**config.mk**
```make
export PLATFORM = sky130hd
export DESIGN_NAME = rotating_queue_fifo
export DESIGN_NICKNAME = d
export VERILOG_FILES = /design/src/rtl/rotating_queue_fifo_pkg.sv /design/src/rtl/rotating_queue_fifo_ring_mem.sv /design/src/rtl/rotating_queue_fifo.sv
export SDC_FILE = /design/constraint.sdc
export NUM_CORES = 1
export LEC_CHECK = 0
export BUFFER_PORTS_ARGS = -buffer_cell sky130_fd_sc_hd__buf_2
export CAP_MARGIN = 20
export CELL_PAD_IN_SITES_DETAIL_PLACEMENT = 0
export CELL_PAD_IN_SITES_GLOBAL_PLACEMENT = 2
export CORE_UTILIZATION = 35
export CTS_CLUSTER_SIZE = 24
export DETAILED_ROUTE_END_ITERATION = 8
export PLACE_DENSITY_LB_ADDON = 0.1
export REMOVE_ABC_BUFFERS = 1
export SETUP_SLACK_MARGIN = 0.15
export SYNTH_ARGS = -nofsm -noshare
export SYNTH_HDL_FRONTEND = slang
export SYNTH_SLANG_ARGS = --single-unit
```
**constraint.sdc**
```tcl
create_clock -name clk -period 9.6 [get_ports clk]
set_input_delay 1.44 -clock clk [delete_from_list [all_inputs] [get_ports clk]]
set_output_delay 1.44 -clock clk [all_outputs]
set_load 0.1 [all_outputs]
```
**src/rtl/rotating_queue_fifo_pkg.sv**
```systemverilog
// ---------------------------------------------------------------------------
// fifo_pkg
//   Shared types and helpers for the rotating queue FIFO.
//   - rot_dir_e   : rotation direction (left = head items go to tail)
//   - rot_state_e : rotation controller states
//   - is_pow2     : elaboration-time sanity check for DEPTH
// ---------------------------------------------------------------------------
package fifo_pkg;

  typedef enum logic {
    ROT_LEFT  = 1'b0,
    ROT_RIGHT = 1'b1
  } rot_dir_e;

  typedef enum logic [1:0] {
    IDLE,
    ROT_STEP,
    DONE
  } rot_state_e;

  function automatic bit is_pow2(input int unsigned n);
    return (n != 0) && ((n & (n - 1)) == 0);
  endfunction

endpackage : fifo_pkg

```
**src/rtl/rotating_queue_fifo_ring_mem.sv**
```systemverilog
// ---------------------------------------------------------------------------
// fifo_ring_mem
//   DEPTH x DATA_WIDTH register array for the rotating queue FIFO.
//   One synchronous write port, two asynchronous read ports (queue head and
//   the source entry of a rotation step).
//
//   clk        : clock
//   wr_en      : write enable
//   wr_addr    : write address
//   wr_data    : write data
//   rd_addr_a  : read port A address (head)
//   rd_data_a  : read port A data
//   rd_addr_b  : read port B address (step source)
//   rd_data_b  : read port B data
// ---------------------------------------------------------------------------
module fifo_ring_mem #(
  parameter int DATA_WIDTH = 8,
  parameter int DEPTH      = 8,
  parameter int ADDR_WIDTH = $clog2(DEPTH)
) (
  input  logic                  clk,
  input  logic                  wr_en,
  input  logic [ADDR_WIDTH-1:0] wr_addr,
  input  logic [DATA_WIDTH-1:0] wr_data,
  input  logic [ADDR_WIDTH-1:0] rd_addr_a,
  output logic [DATA_WIDTH-1:0] rd_data_a,
  input  logic [ADDR_WIDTH-1:0] rd_addr_b,
  output logic [DATA_WIDTH-1:0] rd_data_b
);

  logic [DATA_WIDTH-1:0] mem [DEPTH];

  // NOTE: storage has no reset; occupancy lives in the pointer/count logic,
  // so stale entries are never observable and a reset here would only cost
  // a reset net to every bit of the array.
  always_ff @(posedge clk) begin
    if (wr_en) begin
      mem[wr_addr] <= wr_data;
    end
  end

  assign rd_data_a = mem[rd_addr_a];
  assign rd_data_b = mem[rd_addr_b];

endmodule : fifo_ring_mem

```
**src/rtl/rotating_queue_fifo.sv**
```systemverilog
// ---------------------------------------------------------------------------
// rotating_queue_fifo
//   Ring-buffer FIFO with valid/ready write and read ports plus a rotate
//   command that cyclically shifts the occupied entries in queue order.
//   A full queue rotates by moving the head pointer; a partially filled one
//   moves one entry per cycle from one end of the queue to the other.
//
//   clk, rst_n  : clock, asynchronous active-low reset
//   wr_valid/wr_ready/wr_data : producer push handshake
//   rd_valid/rd_ready/rd_data : consumer pop handshake (rd_data = 0 if !rd_valid)
//   rot_valid/rot_ready       : rotate command handshake
//   rot_amount, rot_dir       : rotate steps and direction (0 left, 1 right)
//   rot_done    : one-cycle pulse when a rotation completes
//   busy        : rotation in progress
//   data_count  : number of occupied entries
// ---------------------------------------------------------------------------
module rotating_queue_fifo
  import fifo_pkg::*;
#(
  parameter int DATA_WIDTH = 8,
  parameter int DEPTH      = 8,
  parameter int ADDR_WIDTH = $clog2(DEPTH)
) (
  input  logic                  clk,
  input  logic                  rst_n,
  input  logic                  wr_valid,
  input  logic [DATA_WIDTH-1:0] wr_data,
  output logic                  wr_ready,
  output logic                  rd_valid,
  output logic [DATA_WIDTH-1:0] rd_data,
  input  logic                  rd_ready,
  input  logic                  rot_valid,
  input  logic [ADDR_WIDTH-1:0] rot_amount,
  input  logic                  rot_dir,
  output logic                  rot_ready,
  output logic                  rot_done,
  output logic                  busy,
  output logic [ADDR_WIDTH:0]   data_count
);

  if (!is_pow2(DEPTH) || DEPTH < 2) begin : g_bad_depth
    $error("rotating_queue_fifo: DEPTH must be a power of two and at least 2");
  end

  localparam logic [ADDR_WIDTH-1:0] PTR_ONE   = ADDR_WIDTH'(1);
  localparam logic [ADDR_WIDTH:0]   CNT_ONE   = (ADDR_WIDTH + 1)'(1);
  localparam logic [ADDR_WIDTH:0]   CNT_TWO   = (ADDR_WIDTH + 1)'(2);
  localparam logic [ADDR_WIDTH:0]   CNT_FULL  = (ADDR_WIDTH + 1)'(DEPTH);

  // -------------------------------------------------------------------------
  // State
  // -------------------------------------------------------------------------
  rot_state_e            state;
  rot_dir_e              dir_q;
  logic [ADDR_WIDTH-1:0] head;
  logic [ADDR_WIDTH-1:0] steps_left;
  logic [ADDR_WIDTH:0]   count;

  // -------------------------------------------------------------------------
  // Derived status
  // -------------------------------------------------------------------------
  logic [ADDR_WIDTH-1:0] tail;
  logic                  full;
  logic                  empty;
  logic                  idle;
  logic                  push;
  logic                  pop;
  logic                  rot_accept;
  logic                  rot_trivial;
  logic                  step_en;

  // count == DEPTH wraps to tail == head, which is the correct slot for
  // pointer-only rotation and is never written by a push (full refuses).
  assign tail  = head + count[ADDR_WIDTH-1:0];
  assign full  = (count == CNT_FULL);
  assign empty = (count == '0);
  assign idle  = (state == IDLE);

  // Rotation has priority: a pending rot_valid blocks both data ports.
  assign wr_ready  = idle && !full  && !rot_valid;
  assign rd_valid  = idle && !empty && !rot_valid;
  assign rot_ready = idle;
  assign rot_done  = (state == DONE);
  assign busy      = !idle;
  assign data_count = count;

  assign push        = wr_valid && wr_ready;
  assign pop         = rd_valid && rd_ready;
  assign rot_accept  = rot_valid && idle;
  assign rot_trivial = (rot_amount == '0) || (count < CNT_TWO);
  assign step_en     = (state == ROT_STEP);

  // -------------------------------------------------------------------------
  // Storage. During a step the write port is borrowed by the rotation: a
  // left step copies head -> tail, a right step copies tail-1 -> head-1.
  // Pushes cannot collide because wr_ready is low outside IDLE.
  // -------------------------------------------------------------------------
  logic [ADDR_WIDTH-1:0] mem_wr_addr;
  logic [DATA_WIDTH-1:0] mem_wr_data;
  logic [ADDR_WIDTH-1:0] step_src_addr;
  logic [DATA_WIDTH-1:0] step_src_data;
  logic [DATA_WIDTH-1:0] head_data;

  // NOTE: every combinational output gets a default before any branch so no
  // path leaves it unassigned and no latch is inferred.
  always_comb begin
    mem_wr_addr   = tail;
    mem_wr_data   = wr_data;
    step_src_addr = head;
    if (step_en) begin
      if (dir_q == ROT_LEFT) begin
        step_src_addr = head;
        mem_wr_addr   = tail;
      end else begin
        step_src_addr = tail - PTR_ONE;
        mem_wr_addr   = head - PTR_ONE;
      end
      mem_wr_data = step_src_data;
    end
  end

  fifo_ring_mem #(
    .DATA_WIDTH (DATA_WIDTH),
    .DEPTH      (DEPTH),
    .ADDR_WIDTH (ADDR_WIDTH)
  ) u_mem (
    .clk       (clk),
    .wr_en     (push || step_en),
    .wr_addr   (mem_wr_addr),
    .wr_data   (mem_wr_data),
    .rd_addr_a (head),
    .rd_data_a (head_data),
    .rd_addr_b (step_src_addr),
    .rd_data_b (step_src_data)
  );

  // Popped slots keep their old contents; masking here hides them.
  assign rd_data = rd_valid ? head_data : '0;

  // -------------------------------------------------------------------------
  // Pointers, occupancy and rotation controller
  // -------------------------------------------------------------------------
  // NOTE: state registers use non-blocking assignments so every register in
  // this block samples the pre-edge values of the others.
  always_ff @(posedge clk or negedge rst_n) begin
    if (!rst_n) begin
      state      <= IDLE;
      dir_q      <= ROT_LEFT;
      head       <= '0;
      count      <= '0;
      steps_left <= '0;
    end else begin
      case (state)
        IDLE: begin
          if (rot_accept) begin
            if (rot_trivial) begin
              state <= DONE;
            end else if (full) begin
              // Every slot is occupied, so rotating is just re-basing head.
              head  <= (rot_dir == ROT_RIGHT) ? head - rot_amount
                                              : head + rot_amount;
              state <= DONE;
            end else begin
              steps_left <= rot_amount;
              dir_q      <= rot_dir_e'(rot_dir);
              state      <= ROT_STEP;
            end
          end else begin
            if (pop) begin
              head <= head + PTR_ONE;
            end
            case ({push, pop})
              2'b10:   count <= count + CNT_ONE;
              2'b01:   count <= count - CNT_ONE;
              default: count <= count;
            endcase
          end
        end

        ROT_STEP: begin
          // Amounts >= count simply keep cycling; the net effect is
          // amount mod count without needing a divider.
          head       <= (dir_q == ROT_LEFT) ? head + PTR_ONE : head - PTR_ONE;
          steps_left <= steps_left - PTR_ONE;
          if (steps_left == PTR_ONE) begin
            state <= DONE;
          end
        end

        DONE: begin
          state <= IDLE;
        end

        default: begin
          state <= IDLE;
        end
      endcase
    end
  end

endmodule : rotating_queue_fifo
```
# Word level (Yosys, flattened, before mapping)
# Memory sizes are Yosys's and may differ from the RTL's.
# Cells that the tools add are included.
# op_classes
addsub	9
order_cmp	1
n_eq_ne	13
n_mux	25
bitwise_logic	3
reduce_logical	23
# op_table
op	count
2-to-1 mux 3 bit	13
2-to-1 mux 8 bit	2
one-hot mux 3 bit (2 select lines)	2
AND reduction 4 bit	3
subtractor 3 x 1 -> 3 bit, second input constant	3
2-to-1 mux 2 bit	4
one-hot mux 4 bit (2 select lines)	1
logical AND 1 bit	7
adder 3 bit	2
inequality test 3 bit, second input constant	2
adder 4 x 1 -> 4 bit, second input constant	1
== test 2 x 1 -> 1 bit, second input constant	2
== test 2 bit, second input constant	2
== test 4 bit, second input constant	1
logical NOT 1 bit	4
logical NOT 4 bit	1
< comparator 4 x 2 -> 1 bit, second input constant	1
inequality test 2 x 1 -> 1 bit, second input constant	2
inequality test 2 bit, second input constant	2
one-hot mux 2 bit (2 select lines)	1
nonzero test 2 bit	2
subtractor 4 x 1 -> 4 bit, second input constant	1
adder 3 x 1 -> 3 bit, second input constant	1
== test 3 x 1 -> 1 bit, second input constant	1
other kinds (9)	13
# word_totals
reg_bits	13
ramBits	64
in_bits	17
output_inout_bits	17
word_cells	80
n_memories	1
# memory_table
memory	words	width	rd	rd_ports_with_merged_regs	write_ports	line	rtl
u_mem.mem	8	8	2	0	1	rotating_queue_fifo_ring_mem.sv:31	logic [DATA_WIDTH-1:0] mem [DEPTH];

# Logic depth before layout (Yosys ltp)
# logic_depth
ltp_word	8
depth_mapped	11
depth_no_buf	9

# By module
# From an unflattened synthesis, not the netlist that was laid out.
# unflattened
hier_cells	316
hier_area_um2	4511.8
# by_module_without_submodules
module	instances	cells_per_inst	area_each_um2
fifo_ring_mem	1	135	3078.0
rotating_queue_fifo	1	181	1433.9

# Worst setup path after synthesis
# OpenSTA, ideal clock, no wires.
# synth_path
kind	input to output
startpoint	input rot_valid
endpoint	output rd_data[0]
t_arrival_ns	3.520
required_time_ns	8.160
slack_ns	4.640
path_stages	4
cell_sequence	or3_1 -> or2_1 -> clkbuf_1 -> nor2_1
# synth_via
elab_chain_cells	3
# synth_rtl
element	line	rtl
start: declaration	rotating_queue_fifo.sv:32	input logic rot_valid,
logical NOT 1 bit	rotating_queue_fifo.sv:81	assign rd_valid = idle && !empty && !rot_valid;
logical AND 1 bit	rotating_queue_fifo.sv:81	
2-to-1 mux 8 bit	rotating_queue_fifo.sv:138	assign rd_data = rd_valid ? head_data : '0;
end: declaration	rotating_queue_fifo.sv:30	output logic [DATA_WIDTH-1:0] rd_data,
# Every way passes these cells.

# Worst setup path in the final report
# Same ends and word-level chain as after synthesis.

==> results.json <==
{
  "cts_hold_buf": 0,
  "io_pins": 34,
  "route.detailed.drc": 0,
  "antenna_found_initial": 0,
  "ys_async_sr_fraction_pct": 16.9,
  "maxSlewHeadroom_pct": 24.9,
  "ys_top_cells_by_area": "edfxtp_1 (44%), mux4_2 (17%), dfrtp_1 (7.4%), nand2_1 (3.4%), nor2_1 (3.4%)",
  "ys.flop_type": "edfxtp_1",
  "firstDrtPassIters": 4,
  "hold_class": "flop to flop",
  "worstPathMaxFanout": 10,
  "synth_top_area_share_pct": 43.6,
  "cp-end-kind": "output pin",
  "synth_edf_count": 64,
  "ys_types": 49,
  "min_period_over_period_pct": 47.6,
  "clk_pin_slew_ns": 0.06,
  "fp.dieW_um": 114,
  "postPlaceCellArea_um2": 4730,
  "final.min_clock_period_ns": 4.57,
  "hpwl_um": 7120,
  "drtIter0Drc": 250,
  "design_area_um2": 5040,
  "synth_seq_cells": 77,
  "multi_input_area_um2": 2010,
  "synth_warnings": 0,
  "finalHoldViolCount": 0,
  "fmax_ghz": 0.219,
  "final_core_util_pct": 41.4,
  "finalNetCount": 397,
  "rows": 40,
  "routed_wl_um": 11200,
  "grt_max_degree": 23,
  "ant_nets": 0,
  "worstMarginPinSlew_ns": 1.12,
  "cts.sinks": 77,
  "status": "complete, no violations",
  "gp_routability_congestion": 0.707,
  "crit_arrival_ns": 3.13,
  "worst_setup_path_start_kind": "input pin",
  "syn_area_um2": 4410,
  "cts_setup_buffers": 0,
  "htree_levels": 3,
  "cts_buffer_depth": 2,
  "wl_per_cell_um": 20.7,
  "grt_pass1_wl_um": 17200,
  "clk_latency_ns": 0.34,
  "maxCapViolCount": 0,
  "cts_tree": "yes",
  "initial_core_util_pct": 36.2,
  "viasPerCell": 5.22,
  "post-synth-top-count-cell": "edfxtp_1",
  "overflow": 0,
  "ff_latch_area_um2": 2250,
  "ctsResizeCount": 0,
  "crit_type": "input pin to output pin",
  "syn_to_final_growth_pct": 14.4,
  "num_vias": 2821,
  "n_antenna_cell": 0,
  "rsz0062_at_grt": "false",
  "cp.required_ns": 8.16,
  "core-area_um2": 12200,
  "syn_avg_cell_area_um2": 13.1,
  "grt_pass1_vias": 2837,
  "synth.largest_area_cell": "edfxtp_1",
  "fin_worst_skew_ns": 0.00616,
  "cts_buffers": 9,
  "io_buffers": 33,
  "root_buffer": "clkbuf_16",
  "die_area_um2": 13000,
  "ys_top_cells_by_count": "edfxtp_1 (64), nand2_1 (40), nor2_1 (40)",
  "fill_cells": 1155,
  "grt.total_usage_pct": 18.8,
  "finalSetupTns_ns": 0,
  "die_h_um": 114,
  "slew_violations": 0,
  "yosysSeqAreaShare_pct": 51.0,
  "drive_above_1_share_pct": 25.5,
  "syn_inst": 337,
  "setup_violations": 0
}
-- critical path, cell delays in order --
cell and delay [ns]:
buf_2 0.14, or3_1 0.38, or2_1 0.49, nor2_1 0.22, buf_2 0.45
-- cells in the final DEF (no fill, tap or decap), drive strengths merged, types with 2 or more instances in the layout --
cell type and n:
fa 2, edfxtp 64, clkinv 2, nand2 40, clkbuf 10, mux2 4, nor2 40, nand3 13
mux2i 14, buf 38, ha 11, xor2 6, a21oi 7, a21o 2, o311ai 7, a211o 2
nor2b 3, a22oi 3, xnor2 6, o21ai 7, dfrtp 13, nand2b 5, inv 20, mux4 33
-- flip-flops by register name, summed over array words and instances, names as in the netlist --
register    cells
state           2
data_count      4
u_mem.mem      64
head            3
steps_left      3
dir_q           1
-- per-stage QoR --
step,hold WS [ns],setup WS [ns],std cells
2_1_floorplan,0.484,4.71,318
3_5_place_dp,0.518,4.98,523
5_1_grt,0.558,4.88,540
6_report,0.524,5.03,540
4_1_cts,0.527,4.97,539
3_3_place_gp,0.512,4.99,523
-- cell type report --
type	instances	area share, %
inverter	18	1.34
tap	168	4.17
sequential	77	44.6
clock buffer	10	4.54
clock inverter	6	1.37
multi-input combinational	223	39.9
timing repair buffer	38	4.10
-- kinds of logic (layout without fill, tap and decap cells) --
family / Yosys count / in the layout / synth area share (%)
buf+inv: 37 / 72 / 3.38
flops: 77 / 77 / 51.0
xor+xnor: 12 / 12 / 2.98
simple gates: 108 / 108 / 10.8
fa+ha+maj: 13 / 13 / 4.03
compound gates: 39 / 39 / 6.16
mux: 51 / 51 / 21.6
-- per-layer routing --
metal  vias to the layer above  GRT usage [%]  part of all wire (%)
met5                         -              0                     0
met4                         0           6.58                   2.0
met2                        59           30.9                    50
li1                       1321              -                     -
met3                        17           4.82                   3.7
met1                      1424           24.2                    44
-- worst paths after layout --
check                              startpoint              end  slack (ns)  cells past startpoint
worst min register to register  steps_left[0]    steps_left[0]        0.52                      1
min in group asynchronous               rst_n    data_count[3]        0.99                      1
worst max-delay path                rot_valid       rd_data[0]        5.03                      5
max in group asynchronous               rst_n          head[0]        8.36                      1
worst min-delay path            steps_left[0]    steps_left[0]        0.52                      1
worst max register to register        head[0]  u_mem.mem[2][1]        5.42                      9
Power is left out: the tool's default activity adds up to more than one toggle a clock period on the data nets, which glitch-free logic cannot reach.
